### src/rtl/mac_dot_seq_if.sv
// Handshake bundle between the dot-product sequencer, its command/operand source, result sink and MAC.
// master is the sequencer side; slave is everything around it.
interface mac_dot_seq_if #(
    parameter int LEN_W = 16
);
    logic             cmd_valid;
    logic             cmd_ready;
    logic [LEN_W-1:0] cmd_len;
    logic             op_valid;
    logic             op_ready;
    logic [15:0]      op_a;
    logic [15:0]      op_b;
    logic [15:0]      mac_a;
    logic [15:0]      mac_b;
    logic             mac_clr;
    logic [39:0]      mac_z;
    logic             res_valid;
    logic             res_ready;
    logic [39:0]      res_data;
    logic             res_err;
    logic             busy;

    modport master (
        input  cmd_valid, cmd_len, op_valid, op_a, op_b, mac_z, res_ready,
        output cmd_ready, op_ready, mac_a, mac_b, mac_clr, res_valid, res_data, res_err, busy
    );

    modport slave (
        output cmd_valid, cmd_len, op_valid, op_a, op_b, mac_z, res_ready,
        input  cmd_ready, op_ready, mac_a, mac_b, mac_clr, res_valid, res_data, res_err, busy
    );
endinterface

### src/rtl/mac_dot_seq.sv
// Dot-product sequencer: clears the MAC, streams cmd_len operand pairs into it, returns the sum.
// Defining MAC_DOT_SEQ_TMO_EN adds a stall watchdog that aborts STREAM and flags res_err.
module mac_dot_seq #(
    parameter int LEN_W = 16
`ifdef MAC_DOT_SEQ_TMO_EN
    ,
    parameter int TMO_W   = 8,
    parameter int TMO_MAX = 200
`endif
) (
    input logic           clk,
    input logic           reset,
    mac_dot_seq_if.master bus
);
    typedef enum logic [2:0] {
        IDLE,
        CLEAR,
        STREAM,
        DRAIN,
        DONE
    } state_t;

    state_t           state;
    logic [LEN_W-1:0] remaining;
    logic             cmd_ready_q;
    logic             op_ready_q;
    logic             mac_clr_q;
    logic             res_valid_q;
    logic             busy_q;
    logic [39:0]      res_data_q;
    logic             res_err_q;
    logic             accept;

`ifdef MAC_DOT_SEQ_TMO_EN
    localparam logic [TMO_W-1:0] TMO_LAST = TMO_W'(TMO_MAX - 1);
    logic [TMO_W-1:0] stall_cnt;
`endif

    assign accept = bus.op_valid && op_ready_q;

    // Operands reach the MAC only on an accepted pair, so the accumulator never drifts otherwise.
    assign bus.mac_a     = accept ? bus.op_a : 16'd0;
    assign bus.mac_b     = accept ? bus.op_b : 16'd0;
    assign bus.cmd_ready = cmd_ready_q;
    assign bus.op_ready  = op_ready_q;
    assign bus.mac_clr   = mac_clr_q;
    assign bus.res_valid = res_valid_q;
    assign bus.res_data  = res_data_q;
    assign bus.res_err   = res_err_q;
    assign bus.busy      = busy_q;

    // All handshake outputs are registered and change together with the state.
    always_ff @(posedge clk or posedge reset) begin
        if (reset) begin
            state       <= IDLE;
            remaining   <= '0;
            cmd_ready_q <= 1'b1;
            op_ready_q  <= 1'b0;
            mac_clr_q   <= 1'b0;
            res_valid_q <= 1'b0;
            busy_q      <= 1'b0;
            res_data_q  <= '0;
            res_err_q   <= 1'b0;
`ifdef MAC_DOT_SEQ_TMO_EN
            stall_cnt   <= '0;
`endif
        end else begin
            case (state)
                IDLE: begin
                    if (bus.cmd_valid) begin
                        remaining   <= bus.cmd_len;
                        state       <= CLEAR;
                        cmd_ready_q <= 1'b0;
                        mac_clr_q   <= 1'b1;
                        busy_q      <= 1'b1;
                        res_err_q   <= 1'b0;
`ifdef MAC_DOT_SEQ_TMO_EN
                        stall_cnt   <= '0;
`endif
                    end
                end
                CLEAR: begin
                    mac_clr_q <= 1'b0;
                    if (remaining == '0) begin
                        state       <= DONE;
                        res_data_q  <= '0;
                        res_valid_q <= 1'b1;
                    end else begin
                        state      <= STREAM;
                        op_ready_q <= 1'b1;
                    end
                end
                STREAM: begin
                    if (accept) begin
                        remaining <= remaining - 1'b1;
                        if (remaining == LEN_W'(1)) begin
                            state      <= DRAIN;
                            op_ready_q <= 1'b0;
                        end
`ifdef MAC_DOT_SEQ_TMO_EN
                        stall_cnt <= '0;
                    end else if (stall_cnt == TMO_LAST) begin
                        state      <= DRAIN;
                        op_ready_q <= 1'b0;
                        res_err_q  <= 1'b1;
                        stall_cnt  <= '0;
                    end else begin
                        stall_cnt <= stall_cnt + 1'b1;
`endif
                    end
                end
                DRAIN: begin
                    // The last product entered the accumulator on the previous edge.
                    res_data_q  <= bus.mac_z;
                    res_valid_q <= 1'b1;
                    state       <= DONE;
                end
                DONE: begin
                    if (bus.res_ready) begin
                        res_valid_q <= 1'b0;
                        cmd_ready_q <= 1'b1;
                        busy_q      <= 1'b0;
                        state       <= IDLE;
                    end
                end
                default: begin
                    state       <= IDLE;
                    cmd_ready_q <= 1'b1;
                    op_ready_q  <= 1'b0;
                    mac_clr_q   <= 1'b0;
                    res_valid_q <= 1'b0;
                    busy_q      <= 1'b0;
                end
            endcase
        end
    end
endmodule

### src/flat_wrapper.sv
// flat-port wrapper written by rule: the top's interface ports become plain ports
module mac_dot_seq_flat 
#(
    parameter int LEN_W = 16

)
  (clk, reset, bus_cmd_valid, bus_cmd_len, bus_op_valid, bus_op_a, bus_op_b, bus_mac_z, bus_res_ready, bus_cmd_ready, bus_op_ready, bus_mac_a, bus_mac_b, bus_mac_clr, bus_res_valid, bus_res_data, bus_res_err, bus_busy);
  mac_dot_seq_if #(.LEN_W(LEN_W)) bus_i ();
  input logic clk;
  input logic reset;
  input wire logic [$bits(bus_i.cmd_valid)-1:0] bus_cmd_valid;
  input wire logic [$bits(bus_i.cmd_len)-1:0] bus_cmd_len;
  input wire logic [$bits(bus_i.op_valid)-1:0] bus_op_valid;
  input wire logic [$bits(bus_i.op_a)-1:0] bus_op_a;
  input wire logic [$bits(bus_i.op_b)-1:0] bus_op_b;
  input wire logic [$bits(bus_i.mac_z)-1:0] bus_mac_z;
  input wire logic [$bits(bus_i.res_ready)-1:0] bus_res_ready;
  output wire logic [$bits(bus_i.cmd_ready)-1:0] bus_cmd_ready;
  output wire logic [$bits(bus_i.op_ready)-1:0] bus_op_ready;
  output wire logic [$bits(bus_i.mac_a)-1:0] bus_mac_a;
  output wire logic [$bits(bus_i.mac_b)-1:0] bus_mac_b;
  output wire logic [$bits(bus_i.mac_clr)-1:0] bus_mac_clr;
  output wire logic [$bits(bus_i.res_valid)-1:0] bus_res_valid;
  output wire logic [$bits(bus_i.res_data)-1:0] bus_res_data;
  output wire logic [$bits(bus_i.res_err)-1:0] bus_res_err;
  output wire logic [$bits(bus_i.busy)-1:0] bus_busy;
  assign bus_i.cmd_valid = bus_cmd_valid;
  assign bus_i.cmd_len = bus_cmd_len;
  assign bus_i.op_valid = bus_op_valid;
  assign bus_i.op_a = bus_op_a;
  assign bus_i.op_b = bus_op_b;
  assign bus_i.mac_z = bus_mac_z;
  assign bus_i.res_ready = bus_res_ready;
  assign bus_cmd_ready = bus_i.cmd_ready;
  assign bus_op_ready = bus_i.op_ready;
  assign bus_mac_a = bus_i.mac_a;
  assign bus_mac_b = bus_i.mac_b;
  assign bus_mac_clr = bus_i.mac_clr;
  assign bus_res_valid = bus_i.res_valid;
  assign bus_res_data = bus_i.res_data;
  assign bus_res_err = bus_i.res_err;
  assign bus_busy = bus_i.busy;
  mac_dot_seq #(.LEN_W(LEN_W)) u_core (.clk(clk), .reset(reset), .bus(bus_i));
endmodule
### config.mk
export PLATFORM = sky130hd
export DESIGN_NAME = mac_dot_seq_flat
export DESIGN_NICKNAME = d
export VERILOG_FILES = /design/src/rtl/mac_dot_seq_if.sv /design/src/rtl/mac_dot_seq.sv /design/src/flat_wrapper.sv
export SDC_FILE = /design/constraint.sdc
export NUM_CORES = 1
export LEC_CHECK = 0
export CAP_MARGIN = 20
export CORE_ASPECT_RATIO = 0.5
export CORE_MARGIN = 1
export CORE_UTILIZATION = 32
export CTS_CLUSTER_DIAMETER = 30
export CTS_CLUSTER_SIZE = 30
export DETAILED_ROUTE_END_ITERATION = 10
export GPL_TIMING_DRIVEN = 1
export HOLD_SLACK_MARGIN = 0.08
export PLACE_DENSITY_LB_ADDON = 0.1
export SLEW_MARGIN = 20
export SYNTH_ARGS = -nofsm -noshare
export SYNTH_HDL_FRONTEND = slang
export SYNTH_SLANG_ARGS = --single-unit
### constraint.sdc
create_clock -name clk -period 2.3 [get_ports clk]
set_input_delay 0.345 -clock clk [delete_from_list [all_inputs] [get_ports clk]]
set_output_delay 0.345 -clock clk [all_outputs]
set_load 0.02 [all_outputs]
==> results.py, run 1 <==
metrics = {
    "grt": {
        "grt_max_degree": 44,
        "grt.overflow.total": 0,
        "grt_antenna_before_repair": 0,
        "grt_usage": 0.1782,
        "grt_pass1_vias": 3217,
        "grt_pass1_wl_mm": 15.64,
    },
    "logic_synthesis": {
        "syn_nets": 450,
        "synth_seq_area_share": 0.4601,
        "yosysTopAreaCell": "dfrtp_1",
        "syn_avg_cell_area_um2": 9.840,
        "synth_async_sr_flop_share": 1.000,
        "synth_ff_type": "dfrtp_1",
        "synth_edf_count": 0,
        "yosys-top-cells-area": "dfrtp_1 (45%), a22o_1 (10%), a21o_1 (8.6%), and3_1 (5.9%), o21ai_0 (2.4%)",
        "ys_ff_latch": 64,
        "synth_cells": 354,
        "synth_warnings": 0,
        "synth.cell_area_um2": 3483,
        "synth_top_area_frac": 0.4526,
        "ys_types": 50,
    },
    "critical_path": {
        "arrival_ns": 1.86,
        "cp_max_fo": 31,
        "worst-path-buf-inv": 3,
        "ff2ff_path_depth": 6,
        "path_class": "primary input to output pin",
        "rr_endpoint": "u_core.remaining[10]",
        "critical-path-max-stage-delay_ns": 0.61,
        "r2r-start": "u_core.remaining[0]",
        "startpoint": "bus_op_valid",
        "cpMostUsedCell": "clkdlybuf4s50_1",
        "rrSetupSlack_ns": 0.43,
        "worstPathRequired_ns": 1.96,
        "crit_chain": "clkdlybuf4s50_1 -> buf_12 -> and3_1 -> clkdlybuf4s50_1",
        "worstSetupStartpointType": "primary input",
        "cp_slowest_cell": "clkdlybuf4s50_1",
        "crit_family": "buffers and inverters",
        "cp-end-kind": "output pin",
    },
    "placed_design": {
        "hpwl_mm": 6.780,
        "routabilityCongestion": 0.7755,
        "port_buffers": 169,
    },
    "detailed_routing": {
        "routed_via_density": 5.023,
        "drc_errors": 0,
        "antenna_left": 0,
        "routed_wl_mm": 9.843,
        "vias": 3345,
        "drt_iter0_drc": 121,
        "dr.pass1.iters": 4,
        "routedWlPerCell_um": 14.78,
    },
    "cts": {
        "cts_made_buffers": 9,
        "ctsHoldBuffers": 0,
        "cts_max_level": 3,
        "cts_setup_buffers": 0,
        "cts_tree": "built",
        "path_clk_slew_ns": 0.06,
        "root_buffer": "clkbuf_16",
        "cts.sinks": 64,
        "ctsLongestPathBuffers": 2,
        "cts_resized": 0,
        "insertion_delay_ns": 0.33,
    },
    "run_status": {
        "status": "finished clean",
    },
    "floorplan": {
        "rows": 26,
        "die_w_um": 149.6,
        "die_area_um2": 11330,
        "die_y_um": 75.78,
        "initial_core_util": 0.3357,
        "io_pins": 171,
        "coreArea_um2": 10380,
    },
    "timing": {
        "rsz0062_at_grt": "no",
        "min_period_ns": 2.206,
        "post-route-period-util": 0.9590,
        "relSlewSlack": 0.6472,
        "tightest_slew_ns": 0.5293,
        "setup_viol": 0,
        "final.setup_skew_ns": 0.01024,
        "fin_tns_setup_ns": 0,
        "fmax_mhz": 453.4,
        "hold_violations": 0,
        "finalMaxSlewViolations": 0,
    },
    "power_and_ir_drop": {
        "cellPowerDensity_nw_per_um2": 1409,
        "p_total_mw": 8.146,
        "ir_drop_mv": 0.6897,
        "p_leak_nw": 2.338,
    },
    "cells_and_area": {
        "syn_to_final_growth_pct": 65.91,
        "fin_nets": 617,
        "fillers": 933,
        "antenna_cells": 0,
        "fin_util": 0.5569,
        "layout-drive-gt1-share": 0.08935,
    },
    "flow_run": {
        "cap_violations": 0,
    },
    "min_path": {
        "min_path_type": "primary input to asynchronous set/reset pin",
    },
}
through the flow:
stage,instances,setup slack (ns),cell area (um^2),hold slack [ns]
after detailed placement,650,0.09214,5425,0.4892
after floorplan,354,0.3586,3483,0.5022
after global routing,666,0.01935,5779,0.3607
after CTS,666,0.08569,5779,0.3372
final,666,0.09441,5779,0.3316
after global placement,650,0.1026,5425,0.4849
metal layers:
metal	part of all wire	GRT usage	up-vias
met3	0.085	0.06108	9
met5	0	0	-
met2	0.46	0.3050	111
li1	-	-	1663
met1	0.44	0.2165	1562
met4	0.0095	0.05215	0
power breakdown:
part | switching, mW | internal [mW] | leakage (nW)
combinational | 2.10 | 2.25 | 1.51
sequential | 0.499 | 1.69 | 0.658
clock | 0.516 | 1.09 | 0.169
cell usage after synthesis (all sizes together) (2+ instances only):
cell type	count
o21a	4
o22ai	3
o21ai	19
nor2	19
a22o	40
a31oi	3
a211oi	4
a21oi	16
a2bb2oi	3
inv	9
nand3	6
and3	33
o22a	3
nand4	4
clkbuf	21
dfrtp	63
ha	3
buf	11
a21o	40
or4	3
nor3b	3
nand2	8
or3b	2
nor3	10
nor4	6
flip-flops by register name, indices dropped and copies added (netlist names):
register	cells
u_core.bus.res_data	40
u_core.bus.mac_clr	1
u_core.bus.cmd_ready	1
u_core.bus.op_ready	1
u_core.bus.busy	1
u_core.remaining	16
u_core.state	3
u_core.bus.res_valid	1
how the worst max path moves through the flow:
stage | endpoint | slack, ns | cells past startpoint
6_report | bus_mac_a[9] | 0.09 | 4
4_1_cts | bus_mac_a[9] | 0.09 | 4
3_5_place_dp | bus_mac_a[9] | 0.09 | 4
2_1_floorplan | u_core.bus.busy | 0.36 | 1
3_3_place_gp | bus_mac_b[2] | 0.10 | 4
5_1_grt | bus_mac_b[14] | 0.02 | 4
kinds of logic (layout without fill, tap and decap cells):
kind of cell | count (synthesis) | count (layout) | share of synthesized area
AO/OA/AOI/OAI | 144 | 144 | 0.3039
adder cells (fa/ha/maj) | 3 | 3 | 0.01078
buffers and inverters | 41 | 213 | 0.05065
flip-flops | 64 | 64 | 0.4601
multiplexers | 1 | 1 | 0.002874
other | 1 | 1 | 0.001077
AND/OR/NAND/NOR | 100 | 100 | 0.1706
area by class of cell:
cell class | instances | area [um^2] | area share
well taps | 140 | 175.2 | 0.03031
multi-input cells | 249 | 1717 | 0.2970
flip-flops and latches | 64 | 1603 | 0.2773
inverters | 9 | 33.78 | 0.005845
clock inverters | 6 | 115.1 | 0.01992
repair buffers | 188 | 1897 | 0.3282
clock buffers | 10 | 239.0 | 0.04135
cells in the final DEF, fill, tap and decap left out, drive strengths merged, types with 2 or more instances in the layout:
| cell | instances |
|---|---|
| a211oi | 4 |
| a21o | 40 |
| a21oi | 16 |
| a22o | 40 |
| a2bb2oi | 3 |
| a31oi | 3 |
| and3 | 33 |
| buf | 19 |
| bufinv | 3 |
| clkbuf | 10 |
| clkdlybuf4s50 | 169 |
| dfrtp | 63 |
| ha | 3 |
| inv | 10 |
| nand2 | 8 |
| nand3 | 6 |
| nand4 | 4 |
| nor2 | 19 |
| nor3 | 10 |
| nor3b | 3 |
| nor4 | 6 |
| o21a | 4 |
| o21ai | 19 |
| o22a | 3 |
| o22ai | 3 |
| or3b | 2 |
| or4 | 3 |
Note: power is estimated with default switching activity, not from simulation.
==> run 2, diff against run 1 <==
--- a/config.mk
+++ b/config.mk
@@ -6,15 +6,16 @@
 export NUM_CORES = 1
 export LEC_CHECK = 0
 export CAP_MARGIN = 20
-export CORE_ASPECT_RATIO = 0.5
+export CORE_ASPECT_RATIO = 0.9
 export CORE_MARGIN = 1
-export CORE_UTILIZATION = 32
+export CORE_UTILIZATION = 40
 export CTS_CLUSTER_DIAMETER = 30
 export CTS_CLUSTER_SIZE = 30
 export DETAILED_ROUTE_END_ITERATION = 10
 export GPL_TIMING_DRIVEN = 1
 export HOLD_SLACK_MARGIN = 0.08
 export PLACE_DENSITY_LB_ADDON = 0.1
+export SETUP_SLACK_MARGIN = 0.2
 export SLEW_MARGIN = 20
 export SYNTH_ARGS = -nofsm -noshare
 export SYNTH_HDL_FRONTEND = slang
==> run 2 against run 1 <==
  * Final cell count decreased by 4.2%
  * Clock power is 44% lower
  * Sequential share of layout area rose by 1.5 points
  * Clock-buffer cell count stayed put
  * Total power is 9.4% lower
  * Critical path depth is the same
  * Non-clock buffer count decreased by 3
==> results.py, run 2 (synthesis gave the netlist of run 1 again) <==
metrics = {
    "run_status": {
        "status": "finished clean",
    },
    "cells_and_area": {
        "final_cell_mix": "clkdlybuf4s50_1 (137), dfrtp_1 (63), a22o_1 (40), a21o_1 (40), and3_1 (33)",
        "fin_cells": 638,
        "syn_to_final_growth_pct": 57.54,
        "largest_register_ffs": 40,
        "fin_nets": 614,
        "fin_util": 0.6642,
        "layout-drive-gt1-share": 0.08413,
        "final_common_cell": "clkdlybuf4s50_1",
        "fillers": 700,
        "antenna_cells": 0,
    },
    "placed_design": {
        "dp_cells": 622,
        "hpwl_mm": 7.289,
        "port_buffers": 169,
        "routabilityCongestion": 0.8146,
    },
    "cts": {
        "cts_tree": "built",
        "path_clk_slew_ns": 0.07,
        "cts_setup_buffers": 0,
        "root_buffer": "clkbuf_8",
        "ctsLongestPathBuffers": 2,
        "ctsHoldBuffers": 0,
        "cts_made_buffers": 9,
        "insertion_delay_ns": 0.35,
        "cts.sinks": 64,
        "cts_max_level": 3,
    },
    "detailed_routing": {
        "drt_iter0_drc": 94,
        "routed_wl_mm": 10.50,
        "antenna_left": 0,
        "vias": 3432,
        "drc_errors": 0,
        "routed_via_density": 5.379,
        "dr.pass1.iters": 4,
        "routedWlPerCell_um": 16.45,
    },
    "floorplan": {
        "coreArea_um2": 8262,
        "initial_core_util": 0.4216,
        "die_y_um": 90.53,
        "rows": 31,
        "die_w_um": 100.4,
        "die_area_um2": 9086,
        "io_pins": 171,
    },
    "grt": {
        "grt_max_degree": 65,
        "use_met3": 0.06811,
        "grt_antenna_before_repair": 0,
        "top_usage_layer": "met2",
        "grt.overflow.total": 0,
        "grt_pass1_wl_mm": 16.89,
        "gr-usage-met1": 0.3047,
        "grt_usage": 0.2363,
        "gr-usage-met2": 0.3830,
        "grt_pass1_vias": 3246,
    },
    "timing": {
        "finalMaxSlewViolations": 0,
        "holdWs_ns": 0.3949,
        "min_period_ns": 1.987,
        "fin_tns_setup_ns": 0,
        "post-route-period-util": 0.8641,
        "fmax_mhz": 503.2,
        "tightest_slew_ns": 0.5098,
        "rsz0062_at_grt": "no",
        "relSlewSlack": 0.6601,
        "setup_viol": 0,
        "final.setup_skew_ns": 0.01410,
        "hold_violations": 0,
    },
    "critical_path": {
        "cp-end-kind": "flop",
        "worstPathRequired_ns": 2.57,
        "worstSetupStartpointType": "flop",
        "arrival_ns": 2.26,
        "path_class": "flop to flop",
        "cp_max_fo": 26,
    },
    "power_and_ir_drop": {
        "ir_drop_mv": 0.8105,
        "cellPowerDensity_nw_per_um2": 1345,
        "p_leak_nw": 2.341,
        "p_total_mw": 7.380,
    },
    "flow_run": {
        "cap_violations": 0,
    },
    "min_path": {
        "min_path_type": "primary input to asynchronous set/reset pin",
    },
}
==> run 2: cell types whose count changed in the layout (fill, tap and decap cells not counted) <==
cell             previous run  this run
buf_12                      5         3
buf_4                      14        13
bufinv_16                   3         0
clkbuf_16                   9         0
clkbuf_8                    1        10
clkdlybuf4s50_1           169       137
clkinv_2                    0         2
clkinv_4                    1         2
dlygate4sd2_1               0        32
==> run 2: timing repair <==
action,in CTS,in global routing
resized for setup,32,0
setup endpoints to repair,32,0
endpoints found under the hold margin,0,0
==> run 2: cell type report <==
cell class,instances,area [um^2],area share
inverter,9,33.78,0.006156
clock inverter,6,43.79,0.007980
timing repair buffer,185,1809,0.3297
sequential,64,1603,0.2921
multi-input combinational,249,1717,0.3128
clock buffer,10,137.6,0.02508
tap,115,143.9,0.02622
==> run 2: per-layer routing <==
metal  part of all wire  vias up
li1                   -     1660
met1               0.44     1642
met2               0.47      119
met3              0.075       11
met4              0.013        0
met5                  0        -
==> run 2: power by group <==
| group | total, mW | internal, mW | switching [mW] |
|---|---|---|---|
| logic | 4.27 | 2.14 | 2.13 |
| registers | 2.21 | 1.68 | 0.526 |
| clock network | 0.901 | 0.424 | 0.478 |
==> run 2: final timing paths <==
check	from	endpoint	slack (ns)	cells past startpoint
min in group clk	u_core.bus.res_data[16]	u_core.bus.res_data[16]	0.51	1
min	reset	u_core.bus.res_data[6]	0.39	3
max in group asynchronous	reset	u_core.bus.cmd_ready	1.59	3
max	u_core.state[1]	u_core.remaining[8]	0.31	4
max reg2reg	u_core.state[1]	u_core.remaining[8]	0.31	4
min reg2reg	u_core.bus.res_data[16]	u_core.bus.res_data[16]	0.51	1
==> run 2: stage by stage <==
step | instance area (um^2) | setup WS [ns]
3_5_place_dp | 5346 | 0.1486
5_1_grt | 5488 | 0.2012
2_1_floorplan | 3483 | 0.3586
6_report | 5488 | 0.3125
4_1_cts | 5488 | 0.3193
3_3_place_gp | 5346 | 0.1638
==> run 2: critical path: stages, from the launching register on <==
cell and delay, ns:
dfrtp_1 0.60, or3b_2 0.73, nor4_1 0.36, a21oi_1 0.08
o2bb2ai_1 0.15
==> run 3, diff against run 2 <==
--- a/config.mk
+++ b/config.mk
@@ -20,3 +20,4 @@
 export SYNTH_ARGS = -nofsm -noshare
 export SYNTH_HDL_FRONTEND = slang
 export SYNTH_SLANG_ARGS = --single-unit
+export TNS_END_PERCENT = 10
==> run 3 against run 2 <==
  * Combinational power increased by 2%
  * Wire length unchanged
  * Die area unchanged
  * First-iteration DRC count increased by 7.4%
  * Non-clock buffer count unchanged
  * Total power increased by 0.97%
  * Sequential power about the same
  * Clock skew decreased by 0.0019 ns
  * Critical path type is now primary input to output pin
  * Largest power group unchanged
==> results.py, run 3 (synthesis gave the netlist of run 1 again) <==
metrics = {
    "grt": {
        "grt_antenna_before_repair": 0,
        "grt_usage": 0.2361,
        "grt.overflow.total": 0,
        "grt_max_degree": 65,
        "grt_pass1_vias": 3240,
        "grt_pass1_wl_mm": 16.88,
    },
    "detailed_routing": {
        "drc_errors": 0,
        "antenna_left": 0,
        "routedWlPerCell_um": 16.45,
        "vias": 3430,
        "routed_via_density": 5.376,
        "dr.pass1.iters": 4,
        "routed_wl_mm": 10.50,
        "drt_iter0_drc": 101,
    },
    "floorplan": {
        "rows": 31,
        "die_w_um": 100.4,
        "coreArea_um2": 8262,
        "die_y_um": 90.53,
        "initial_core_util": 0.4216,
        "die_area_um2": 9086,
        "io_pins": 171,
    },
    "timing": {
        "fin_ws_ns": 0.1613,
        "final.setup_skew_ns": 0.01222,
        "rsz0062_at_grt": "yes",
        "hold_violations": 0,
        "holdWs_ns": 0.3946,
        "fin_tns_setup_ns": 0,
        "setup_viol": 0,
        "finalMaxSlewViolations": 0,
        "tightest_slew_ns": 0.5164,
        "post-route-period-util": 0.9299,
        "relSlewSlack": 0.6557,
        "min_period_ns": 2.139,
        "fmax_mhz": 467.6,
    },
    "cells_and_area": {
        "final_common_cell": "clkdlybuf4s50_1",
        "fin_area_um2": 5533,
        "fin_nets": 614,
        "fin_cells": 638,
        "syn_to_final_growth_pct": 58.84,
        "multi_input_area_um2": 1717,
        "largest_register_ffs": 40,
        "fillers": 693,
        "final_cell_mix": "clkdlybuf4s50_1 (164), dfrtp_1 (63), a22o_1 (40), a21o_1 (40), and3_1 (33)",
        "layout-drive-gt1-share": 0.08413,
        "ff_latch_area_um2": 1603,
        "antenna_cells": 0,
    },
    "critical_path": {
        "worst-path-buf-inv": 3,
        "rrSetupSlack_ns": 0.30,
        "cp_max_fo": 35,
        "worstPathRequired_ns": 1.96,
        "path_depth": 4,
        "critical-path-max-stage-delay_ns": 0.60,
        "worstSetupStartpointType": "primary input",
        "cp-end-kind": "output pin",
        "ff2ff_path_depth": 4,
        "arrival_ns": 1.79,
        "cp_slowest_cell": "clkdlybuf4s50_1",
        "r2r-start": "u_core.state[1]",
        "crit_chain": "clkdlybuf4s50_1 -> buf_12 -> and3_1 -> clkdlybuf4s50_1",
        "path_class": "primary input to output pin",
        "rr_endpoint": "u_core.remaining[8]",
        "cpMostUsedCell": "clkdlybuf4s50_1",
        "crit_family": "buffers and inverters",
    },
    "cts": {
        "ctsHoldBuffers": 0,
        "ctsLongestPathBuffers": 2,
        "insertion_delay_ns": 0.35,
        "cts_setup_buffers": 0,
        "cts_tree": "built",
        "path_clk_slew_ns": 0.07,
        "cts_made_buffers": 9,
        "root_buffer": "clkbuf_8",
        "cts_max_level": 3,
        "cts.sinks": 64,
    },
    "power_and_ir_drop": {
        "ir_drop_mv": 0.8115,
        "p_leak_nw": 2.277,
        "cellPowerDensity_nw_per_um2": 1347,
        "power.internal_mw": 4.317,
        "clkPwrFrac": 0.121,
        "power.switching_mw": 3.135,
        "pwr-share-comb": 0.582,
        "swShare": 0.4207,
        "power_frac_seq": 0.297,
    },
    "placed_design": {
        "post-place-ws_ns": 0.1486,
        "hpwl_mm": 7.289,
        "port_buffers": 169,
        "routabilityCongestion": 0.8146,
        "dp_cells": 622,
        "place_area_um2": 5346,
    },
    "min_path": {
        "min_path_type": "primary input to asynchronous set/reset pin",
    },
    "run_status": {
        "status": "finished clean",
    },
    "flow_run": {
        "cap_violations": 0,
    },
}
==> run 3: power groups by stage <==
stage | registers [mW] | logic, mW | clock network (mW)
2_1_floorplan | 2.62 | 2.22 | 0
3_3_place_gp | 2.19 | 4.27 | 0
3_5_place_dp | 2.22 | 4.35 | 0
4_1_cts | 2.20 | 4.37 | 0.919
5_1_grt | 2.29 | 4.68 | 0.966
6_report | 2.21 | 4.34 | 0.900
==> run 3: per-layer routing <==
layer	routed length [um]	track usage	part of all wire
met4	140	0.07126	0.013
met5	0	0	0
met1	4586	0.3047	0.44
met2	4998	0.3824	0.48
met3	771	0.06811	0.073
==> run 3: metrics by stage <==
| stage | power (mW) | utilization |
|---|---|---|
| floorplan | 4.843 | - |
| global placement | 6.459 | 0.6471 |
| detailed placement | 6.567 | 0.6471 |
| CTS | 7.487 | 0.6686 |
| global route | 7.936 | 0.6697 |
| finish | 7.452 | 0.6697 |
==> run 3: worst max path at each step <==
stage                       startpoint         endpoint  slack, ns
after global placement    bus_op_valid    bus_mac_a[13]       0.16
after CTS                 bus_op_valid    bus_mac_b[13]       0.16
after global routing      bus_op_valid     bus_mac_a[0]       0.10
after floorplan                  reset  u_core.bus.busy       0.36
final                     bus_op_valid    bus_mac_b[13]       0.16
after detailed placement  bus_op_valid     bus_mac_b[6]       0.15
==> run 3: worst min-delay path, delay by kind of cell <==
kind / cells / cell delay (ns)
buffers and inverters: 3 / 0.78
==> run 3: timing repair <==
item	CTS	global route
gates resized for setup	3	3
endpoints found under the setup margin	32	29
pin swaps	0	0
==> run 3: layout make-up <==
class                           count  share of cell area
Tap cell                          115             0.02601
Multi-Input combinational cell    249              0.3103
Inverter                            9            0.006106
Sequential cell                    64              0.2897
Clock inverter                      6            0.007915
Timing Repair Buffer              185              0.3351
Clock buffer                       10             0.02488
